<file path="src/rtl/sr165_pkg.sv">
// sr165_pkg: shared definitions for the 74xx165 chain scanner.
//   state_t           - scan sequencer states
//   LOAD_HALF_PERIODS - sr_clk half-periods spent with the load strobe asserted
//   cnt_width()       - counter width helper ($clog2 with a floor of 1 bit)
package sr165_pkg;

  typedef enum logic [2:0] {
    IDLE     = 3'd0,
    LOAD     = 3'd1,
    SHIFT_LO = 3'd2,
    SHIFT_HI = 3'd3,
    UPDATE   = 3'd4
  } state_t;

  localparam int unsigned LOAD_HALF_PERIODS = 32'd2;

  // Width needed to count 0..n-1, never narrower than one bit
  function automatic int unsigned cnt_width(input int unsigned n);
    if (n <= 32'd2) begin
      return 32'd1;
    end else begin
      return $clog2(n);
    end
  endfunction

endpackage

</file>
<file path="src/rtl/sr165_debounce.sv">
// sr165_debounce: per-bit debounce filter applied once per completed scan.
// Each bit keeps a candidate value and a saturating agreement counter. A raw
// bit that disagrees with its candidate replaces it and restarts the count;
// a bit of q only follows its candidate once the counter is saturated.
// Ports:
//   clk, rst_n - system clock, asynchronous active-low reset
//   strobe     - one-cycle pulse when raw holds a complete scan
//   raw        - freshly deserialised word
//   q_cur      - currently committed word (held for unsettled bits)
//   q          - word to commit on this strobe (combinational; the scanner
//                registers it)
module sr165_debounce
  import sr165_pkg::*;
#(
  parameter int unsigned       N_BITS           = 16,
  parameter int unsigned       DEBOUNCE_SAMPLES = 4,
  parameter logic [N_BITS-1:0] RESET_VALUE      = {N_BITS{1'b1}}
) (
  input  logic              clk,
  input  logic              rst_n,
  input  logic              strobe,
  input  logic [N_BITS-1:0] raw,
  input  logic [N_BITS-1:0] q_cur,
  output logic [N_BITS-1:0] q
);

  localparam int unsigned     CW  = cnt_width(DEBOUNCE_SAMPLES);
  localparam logic [CW-1:0]   SAT = CW'(DEBOUNCE_SAMPLES - 32'd1);

  logic [N_BITS-1:0] cand_r;
  logic [N_BITS-1:0] cand_next_s;
  logic [CW-1:0]     cnt_r      [N_BITS];
  logic [CW-1:0]     cnt_next_s [N_BITS];

  // Next candidate/counter per bit and the resulting filtered word
  always_comb begin
    cand_next_s = cand_r;
    cnt_next_s  = cnt_r;
    q           = q_cur;
    for (int i = 0; i < N_BITS; i++) begin
      if (raw[i] != cand_r[i]) begin
        cand_next_s[i] = raw[i];
        cnt_next_s[i]  = CW'(0);
      end else if (cnt_r[i] == SAT) begin
        cnt_next_s[i] = SAT;
      end else begin
        cnt_next_s[i] = cnt_r[i] + CW'(1);
      end
      if (cnt_next_s[i] == SAT) begin
        q[i] = cand_next_s[i];
      end else begin
        q[i] = q_cur[i];
      end
    end
  end

  // Filter state: starts settled on the reset word, advances once per scan
  always_ff @(posedge clk or negedge rst_n) begin
    if (!rst_n) begin
      cand_r <= RESET_VALUE;
      for (int i = 0; i < N_BITS; i++) begin
        cnt_r[i] <= SAT;
      end
    end else if (strobe) begin
      cand_r <= cand_next_s;
      cnt_r  <= cnt_next_s;
    end else begin
      cand_r <= cand_r;
      cnt_r  <= cnt_r;
    end
  end

endmodule

</file>
<file path="src/rtl/sr165_scanner.sv">
// sr165_scanner: periodic scanner for a chain of 74xx165 PISO registers.
// Each scan pulses the parallel load (sr_load_n) for 2*CLK_DIV cycles, then
// issues N_BITS sr_clk periods, sampling sr_data just before each rising
// edge, and commits the word to q in a one-cycle UPDATE state.
// Scan period: 2*CLK_DIV + 2*N_BITS*CLK_DIV + 1 cycles.
// Build option: define SR165_SCANNER_DEBOUNCE_EN to route each scan through
// the per-bit debounce filter (sr165_debounce) before committing.
// Ports:
//   clk       - system clock
//   rst_n     - asynchronous active-low reset (aborts a scan, no commit)
//   enable    - run continuous scans; sampled only in IDLE and UPDATE
//   sr_data   - QH of the last 165 in the chain
//   sr_clk    - chain shift clock (chain shifts on its rising edge)
//   sr_load_n - chain parallel load, active low
//   q         - committed word; first bit shifted in lands in q[N_BITS-1]
//   scan_done - one-cycle pulse when q is committed
//   changed   - pulse with scan_done when the committed word differs
module sr165_scanner
  import sr165_pkg::*;
#(
  parameter int unsigned       N_BITS           = 16,
  parameter int unsigned       CLK_DIV          = 1,
  parameter logic [N_BITS-1:0] RESET_VALUE      = {N_BITS{1'b1}},
  parameter int unsigned       DEBOUNCE_SAMPLES = 4
) (
  input  logic              clk,
  input  logic              rst_n,
  input  logic              enable,
  input  logic              sr_data,
  output logic              sr_clk,
  output logic              sr_load_n,
  output logic [N_BITS-1:0] q,
  output logic              scan_done,
  output logic              changed
);

  localparam int unsigned CNT_W  = cnt_width(N_BITS + 32'd1);
  localparam int unsigned DIV_W  = cnt_width(CLK_DIV);
  localparam int unsigned HALF_W = cnt_width(LOAD_HALF_PERIODS);

  localparam logic [CNT_W-1:0]  CNT_LAST  = CNT_W'(N_BITS - 32'd1);
  localparam logic [DIV_W-1:0]  DIV_LAST  = DIV_W'(CLK_DIV - 32'd1);
  localparam logic [HALF_W-1:0] HALF_LAST = HALF_W'(LOAD_HALF_PERIODS - 32'd1);

  state_t             state_r;
  logic [DIV_W-1:0]   div_r;
  logic [HALF_W-1:0]  half_r;
  logic [CNT_W-1:0]   cnt_r;
  logic [N_BITS-1:0]  shift_r;
  logic               sr_clk_r;
  logic               sr_load_n_r;
  logic [N_BITS-1:0]  q_r;
  logic               scan_done_r;
  logic               changed_r;

  logic               div_last_s;
  logic               commit_s;
  logic [N_BITS-1:0]  word_s;

  assign div_last_s = (div_r == DIV_LAST);

  // Last sr_clk high phase of the last bit: the word is complete this cycle
  always_comb begin
    if ((state_r == SHIFT_HI) && div_last_s && (cnt_r == CNT_LAST)) begin
      commit_s = 1'b1;
    end else begin
      commit_s = 1'b0;
    end
  end

`ifdef SR165_SCANNER_DEBOUNCE_EN
  sr165_debounce #(
    .N_BITS           (N_BITS),
    .DEBOUNCE_SAMPLES (DEBOUNCE_SAMPLES),
    .RESET_VALUE      (RESET_VALUE)
  ) u_debounce (
    .clk    (clk),
    .rst_n  (rst_n),
    .strobe (commit_s),
    .raw    (shift_r),
    .q_cur  (q_r),
    .q      (word_s)
  );
`else
  assign word_s = shift_r;
`endif

  // Scan sequencer: chain strobes, bit capture and word commit. Strobe
  // outputs are written with the value of the state being entered, so the
  // load and shift clock never toggle on the same edge.
  always_ff @(posedge clk or negedge rst_n) begin
    if (!rst_n) begin
      state_r     <= IDLE;
      div_r       <= DIV_W'(0);
      half_r      <= HALF_W'(0);
      cnt_r       <= CNT_W'(0);
      shift_r     <= {N_BITS{1'b0}};
      sr_clk_r    <= 1'b0;
      sr_load_n_r <= 1'b1;
      q_r         <= RESET_VALUE;
      scan_done_r <= 1'b0;
      changed_r   <= 1'b0;
    end else begin
      scan_done_r <= 1'b0;
      changed_r   <= 1'b0;
      case (state_r)
        IDLE: begin
          sr_clk_r <= 1'b0;
          if (enable) begin
            state_r     <= LOAD;
            sr_load_n_r <= 1'b0;
            div_r       <= DIV_W'(0);
            half_r      <= HALF_W'(0);
          end else begin
            sr_load_n_r <= 1'b1;
          end
        end
        LOAD: begin
          if (div_last_s) begin
            div_r <= DIV_W'(0);
            if (half_r == HALF_LAST) begin
              state_r     <= SHIFT_LO;
              half_r      <= HALF_W'(0);
              cnt_r       <= CNT_W'(0);
              sr_load_n_r <= 1'b1;
            end else begin
              half_r <= half_r + HALF_W'(1);
            end
          end else begin
            div_r <= div_r + DIV_W'(1);
          end
        end
        SHIFT_LO: begin
          if (div_last_s) begin
            // QH still shows the current bit; the rising edge follows
            for (int i = 0; i < N_BITS; i++) begin
              if (cnt_r == CNT_W'(N_BITS - 32'd1 - 32'(i))) begin
                shift_r[i] <= sr_data;
              end
            end
            div_r    <= DIV_W'(0);
            sr_clk_r <= 1'b1;
            state_r  <= SHIFT_HI;
          end else begin
            div_r <= div_r + DIV_W'(1);
          end
        end
        SHIFT_HI: begin
          if (div_last_s) begin
            div_r    <= DIV_W'(0);
            sr_clk_r <= 1'b0;
            cnt_r    <= cnt_r + CNT_W'(1);
            if (commit_s) begin
              state_r     <= UPDATE;
              q_r         <= word_s;
              scan_done_r <= 1'b1;
              changed_r   <= (word_s != q_r);
            end else begin
              state_r <= SHIFT_LO;
            end
          end else begin
            div_r <= div_r + DIV_W'(1);
          end
        end
        UPDATE: begin
          div_r  <= DIV_W'(0);
          half_r <= HALF_W'(0);
          if (enable) begin
            state_r     <= LOAD;
            sr_load_n_r <= 1'b0;
          end else begin
            state_r     <= IDLE;
            sr_load_n_r <= 1'b1;
          end
        end
        default: begin
          state_r     <= IDLE;
          sr_clk_r    <= 1'b0;
          sr_load_n_r <= 1'b1;
        end
      endcase
    end
  end

  assign sr_clk    = sr_clk_r;
  assign sr_load_n = sr_load_n_r;
  assign q         = q_r;
  assign scan_done = scan_done_r;
  assign changed   = changed_r;

endmodule
</file>
<file path="config.mk">
export PLATFORM = sky130hd
export DESIGN_NAME = sr165_scanner
export DESIGN_NICKNAME = d
export VERILOG_FILES = /design/src/rtl/sr165_pkg.sv /design/src/rtl/sr165_debounce.sv /design/src/rtl/sr165_scanner.sv
export SDC_FILE = /design/constraint.sdc
export NUM_CORES = 1
export LEC_CHECK = 0
export BUFFER_PORTS_ARGS = -buffer_cell sky130_fd_sc_hd__buf_2
export CAP_MARGIN = 0
export CORE_AREA = 2 2 67 69
export DETAILED_ROUTE_END_ITERATION = 10
export DIE_AREA = 0 0 69 71
export PLACE_DENSITY = 0.74
export SLEW_MARGIN = 10
export SYNTH_ARGS = -nofsm -noshare
export SYNTH_HDL_FRONTEND = slang
export SYNTH_SLANG_ARGS = --single-unit
</file>
<file path="constraint.sdc">
create_clock -name clk -period 3.1 [get_ports clk]
set_input_delay 0.465 -clock clk [delete_from_list [all_inputs] [get_ports clk]]
set_output_delay 0.465 -clock clk [all_outputs]
set_load 0.03 [all_outputs]
</file>
==> impl_metrics.ini, run 1 <==
[timing]
worst_slew_margin_rel = 0.348
drv_slew = 0
tns_ns = 0
finalHoldViolCount = 0
setup_viol = 0
rsz0062_at_grt = no
finalClockSkew_ns = 0.0122
layout_setup_ws_ns = 1.03
whs_ns = 0.317
fin_crit_ns = 2.07
fmax_mhz = 484
worst_pin_slew_ns = 0.979
finalCritPeriodShare = 0.667

[cts]
cts.clk_slew.worst_paths_ns = 0.09
cts_root_buf = clkbuf_8
clock_path_buffers = 2
clkLatencyLatePin_ns = 0.30
cts_sinks = 45
htree_levels = 2
post_cts_buffers = 0
post_cts_resize_count = 0
tritoncts = yes
hold_buffers = 0
cts_buffers = 5

[power]
ir_drop_uv = 547
pwr-share-seq = 0.470
clockPowerShare = 0.237
power.internal_mw = 1.23
leakage_nw = 1.09
p_total_mw = 1.87
p_sw_frac = 0.342
power_frac_comb = 0.293
powerDensity_nw_per_um2 = 757
p_sw_uw = 641

[synth]
syn_avg_cell_area_um2 = 12.4
synthArstFlopShare = 1.00
ys_warn_count = 0
ys_seq_area_frac = 0.516
ys_types = 34
synthTopCellsByArea = dfrtp_1, dfstp_2, mux2_2
syn-num-nets = 189
synth_top_area_share = 0.315
syn-cell-area_um2 = 2220
synthCells = 180
synth_top_cell_by_area = dfrtp_1
synth_most_common_cell = dfrtp_1
synthFlopType = dfrtp_1
synth-seq-cells = 45
synth_edf_count = 0
synth_common_cells = dfrtp_1, nand2_1, dfstp_2, mux2_2, mux2_4

[global_route]
overflow = 0
grt_pass1_wl_um = 6840
grt_util_all_layers = 0.177
grt_pass1_vias = 1426
antenna_found_initial = 0
grt_max_degree = 46

[setup_path]
path_max_fanout = 18
critPathLaunchType = flop
crit_family = simple AND/OR/NAND/NOR gates
regToRegStartpoint = cnt_r[0]$_DFFE_PN0P_
crit_slowest_cell = dfrtp_1
slowest_delay_ns = 0.44
arrival_ns = 2.30
endpoint_kind = flop
rr_worst_depth = 7
worstPathCellList = ha_1 -> and3_1 -> ha_1 -> nor2b_1 -> and3_1 -> buf_4 -> mux2_2
r2r_slack_ns = 1.03
path_buf_inv = 1
critPathKind = reg -> reg
cp.required_ns = 3.33
rr_endpoint = q[8]$_DFFE_PN1P_

[die]
io_pins = 24
fp.dieH_um = 71
core_area_um2 = 4200
die_area_um2 = 4900
initial_core_util = 0.529
die_width_um = 69
num_rows = 24

[detailed_routing]
vias = 1393
ant_nets = 0
drc = 0
drt_iter0_drc = 59
wire_per_inst_um = 15.1
viasPerCell = 5.44
drt_first_pass_iters = 4
wl_um = 3880

[placed_design]
dp.final_hpwl_um = 2800
dp_slack_ns = 1.04
routabilityCongestion = 0.835
port_buffers = 23

[outcome]
outcome = finished clean

[worst_hold_path]
worst_hold_path_type = in -> async

[run]
maxCapViolations = 0

[finish]
drive_above_1_share = 0.412
nNetsFinal = 212
antenna_cells = 0
syn_to_final_growth_pct = 11.2
-- registers in the layout, summed over array words and instances, names as in the netlist --
signal,cells
q,16
shift_r,16
cnt_r,5
state_r,3
changed,1
half_r,1
scan_done,1
sr_clk,1
sr_load_n,1
-- metal layers --
metal	routed length, um	track usage
met1	1750	0.229
met2	1910	0.287
met3	141	0.0499
met4	82	0.0654
met5	0	0
-- area by class of cell --
| type | count | area, um2 |
|---|---|---|
| clock buffer | 5 | 68.8 |
| clock inverter | 3 | 46.3 |
| fill | 363 | 1730 |
| inverter | 5 | 18.8 |
| multi-input combinational | 122 | 1010 |
| sequential | 45 | 1150 |
| tap | 52 | 65.1 |
| timing repair buffer | 24 | 123 |
-- cell families after synthesis --
kind of cell / count (synthesis) / synth area share
XOR/XNOR: 16 / 0.0630
AND/OR/NAND/NOR: 52 / 0.132
multiplexers: 32 / 0.181
buffers and inverters: 13 / 0.0321
flip-flops: 45 / 0.516
adder cells (fa/ha/maj): 5 / 0.0281
AO/OA/AOI/OAI: 17 / 0.0489
-- worst max path at each step --
stage                                     from  slack, ns                end  depth (start not counted)
after floorplan           cnt_r[0]$_DFFE_PN0P_       1.14  q[15]$_DFFE_PN1P_                          8
after global placement    cnt_r[0]$_DFFE_PN0P_       1.14  q[15]$_DFFE_PN1P_                          7
after detailed placement  cnt_r[0]$_DFFE_PN0P_       1.04   q[6]$_DFFE_PN1P_                          7
after CTS                 cnt_r[0]$_DFFE_PN0P_       1.03   q[5]$_DFFE_PN1P_                          7
after global routing      cnt_r[0]$_DFFE_PN0P_       0.86   q[5]$_DFFE_PN1P_                          7
final                     cnt_r[0]$_DFFE_PN0P_       1.03   q[8]$_DFFE_PN1P_                          7
-- power by group through the flow --
| stage | Combinational [mW] | Sequential (mW) | Clock, mW |
|---|---|---|---|
| floorplan | 0.446 | 0.864 | 0 |
| global placement | 0.537 | 0.877 | 0 |
| detailed placement | 0.553 | 0.888 | 0 |
| CTS | 0.556 | 0.877 | 0.454 |
| global route | 0.620 | 0.902 | 0.482 |
| finish | 0.548 | 0.881 | 0.444 |
-- through the flow --
step / instance area (um2) / utilization / cells
2_1_floorplan: 2220 / - / 180
3_3_place_gp: 2360 / 0.561 / 248
3_5_place_dp: 2360 / 0.561 / 248
4_1_cts: 2470 / 0.589 / 256
5_1_grt: 2470 / 0.589 / 256
6_report: 2470 / 0.589 / 256
-- layout by cell type, fill, tap and decap left out, types with 6 or more instances in the layout --
master | synthesis | routed
buf_2 | 3 | 23
dfrtp_1 | 28 | 28
dfstp_2 | 17 | 17
mux2_2 | 17 | 17
mux2_4 | 11 | 11
nand2_1 | 20 | 20
nor2_1 | 6 | 6
o21ai_0 | 7 | 7
xnor2_1 | 8 | 8
xor2_1 | 8 | 8
No activity file was read; power rests on OpenSTA's default activity.
==> run 2: changes to the inputs <==
--- a/config.mk
+++ b/config.mk
@@ -7,10 +7,10 @@
 export LEC_CHECK = 0
 export BUFFER_PORTS_ARGS = -buffer_cell sky130_fd_sc_hd__buf_2
 export CAP_MARGIN = 0
-export CORE_AREA = 2 2 67 69
+export CORE_AREA = 2 2 69 71
 export DETAILED_ROUTE_END_ITERATION = 10
-export DIE_AREA = 0 0 69 71
-export PLACE_DENSITY = 0.74
+export DIE_AREA = 0 0 71 73
+export PLACE_DENSITY = 0.73
 export SLEW_MARGIN = 10
 export SYNTH_ARGS = -nofsm -noshare
 export SYNTH_HDL_FRONTEND = slang
==> constraint.sdc (replaced) <==
create_clock -name clk -period 1.72 [get_ports clk]
set_input_delay 0.258 -clock clk [delete_from_list [all_inputs] [get_ports clk]]
set_output_delay 0.258 -clock clk [all_outputs]
set_load 0.03 [all_outputs]
==> impl_metrics.ini, run 2 (synthesis results as in run 1) <==
[placed_design]
place_inst = 262
port_buffers = 23
place_area_um2 = 2540
dp.final_hpwl_um = 2740
dp_slack_ns = -0.0133
routabilityCongestion = 0.766

[cts]
clkLatencyLatePin_ns = 0.30
tritoncts = yes
clock_path_buffers = 2
cts.clk_slew.worst_paths_ns = 0.09
cts_sinks = 45
htree_levels = 2
cts_root_buf = clkbuf_8
cts_buffers = 5

[global_route]
grt_util_all_layers = 0.168
overflow = 0
grt_pass1_wl_um = 6660
grt_max_degree = 46
grt_pass1_vias = 1435
antenna_found_initial = 0

[setup_path]
endpoint_kind = flop
arrival_ns = 1.97
path_max_fanout = 14
critPathLaunchType = flop
slowest_delay_ns = 0.36
crit_family = simple AND/OR/NAND/NOR gates
r2r_slack_ns = -0.02
worstPathCellList = ha_2 -> and3_4 -> ha_4 -> nor2b_4 -> and3_4 -> buf_12 -> mux2_2
rr_endpoint = q[2]$_DFFE_PN1P_
path_buf_inv = 1
crit_slowest_cell = dfrtp_1
rr_worst_depth = 7
cp.required_ns = 1.95
regToRegStartpoint = cnt_r[1]$_DFFE_PN0P_
timing.critical_path.mode_cell = and3_4
critPathKind = reg -> reg

[detailed_routing]
drt_iter0_drc = 81
wire_per_inst_um = 14.2
vias = 1397
ant_nets = 0
drt_first_pass_iters = 4
drc = 0
wl_um = 3860
viasPerCell = 5.15

[run]
maxCapViolations = 0

[timing]
whs_ns = 0.193
worst_slew_margin_rel = 0.657
setup_viol = 3
worst_pin_slew_ns = 0.509
finalCritPeriodShare = 1.01
layout_setup_ws_ns = -0.0170
drv_slew = 0
rsz0062_at_grt = yes
finalClockSkew_ns = 0.00909
fin_crit_ns = 1.74
finalHoldViolCount = 0
fmax_mhz = 576

[outcome]
outcome = complete, but fails checks
violations = setup timing

[power]
powerDensity_nw_per_um2 = 1280
p_total_mw = 3.40
leakage_nw = 1.19
ir_drop_uv = 689

[finish]
fin_cells = 271
syn_to_final_growth_pct = 19.5
final_common_cell = dfrtp_1
nNetsFinal = 225
drive_above_1_share = 0.465
design_area_um2 = 2660
mostFrequentLayoutCells = dfrtp_1, mux2_4, buf_2
antenna_cells = 0

[worst_hold_path]
min_from = enable
worstHoldPathCells = 3
min_to = sr_load_n$_DFFE_PN1P_
worst_hold_path_type = in -> reg

[die]
num_rows = 25
core_area_um2 = 4540
initial_core_util = 0.490
fp.dieH_um = 73
die_area_um2 = 5180
io_pins = 24
die_width_um = 71
[run 2: cell types whose count changed in the layout (fill, tap and decap cells not counted), sizes merged]
cell         previous run  this run
clkbuf                  5         7
buf                    24        36
dlygate4sd3             0         1
clkinv                  1         0
bufinv                  1         0
[run 2: through the flow]
stage	utilization	TNS, ns
after floorplan	-	-1.15
after global placement	0.560	0
after detailed placement	0.560	-0.0610
after CTS	0.585	-0.147
after global routing	0.586	-0.917
final	0.586	-0.0390
[run 2: cell type report]
type                    instances  area [um2]
well taps                      54        67.6
clock inverters                 1        7.51
clock buffers                   7        86.3
inverters                       5        18.8
flip-flops and latches         45        1150
repair buffers                 37         248
fillers                       356        1880
multi-input cells             122        1080
[run 2: timing repair]
| action | 4_1_cts | 5_1_grt |
|---|---|---|
| pin swaps | 0 | 0 |
| endpoints found under the setup margin | 10 | 16 |
| hold endpoints to repair | 28 | 0 |
| setup buffers | 0 | 0 |
| cloned | 0 | 0 |
| resized for setup | 2 | 2 |
| hold buffers | 1 | 0 |
[run 2: metal layers]
metal	up-vias	wire length (um)	GRT usage	part of all wire
li1	685	-	-	-
met1	683	1780	0.212	0.46
met2	23	1870	0.273	0.48
met3	6	133	0.0456	0.034
met4	0	77	0.0755	0.020
met5	-	0	0	0
[run 2: worst max-delay path by stage]
stage / from / end / slack, ns / cells after the start
2_1_floorplan: cnt_r[0]$_DFFE_PN0P_ / q[10]$_DFFE_PN1P_ / -0.13 / 8
3_3_place_gp: cnt_r[1]$_DFFE_PN0P_ / q[6]$_DFFE_PN1P_ / 0.01 / 7
3_5_place_dp: cnt_r[0]$_DFFE_PN0P_ / q[1]$_DFFE_PN1P_ / -0.01 / 7
4_1_cts: cnt_r[0]$_DFFE_PN0P_ / q[0]$_DFFE_PN1P_ / -0.03 / 7
5_1_grt: cnt_r[1]$_DFFE_PN0P_ / q[5]$_DFFE_PN1P_ / -0.08 / 7
6_report: cnt_r[1]$_DFFE_PN0P_ / q[2]$_DFFE_PN1P_ / -0.02 / 7
[run 2: power breakdown]
group	leakage [nW]	internal, mW	switching, mW
sequential	0.518	1.30	0.199
combinational	0.625	0.592	0.625
clock	0.0445	0.327	0.359
[run 2: worst reg2reg max path, cell delays in order, from the launching register on]
cell and delay [ns]:
dfrtp_1 0.36, ha_2 0.18, and3_4 0.19, ha_4 0.12
nor2b_4 0.13, and3_4 0.20, buf_12 0.15, mux2_2 0.34
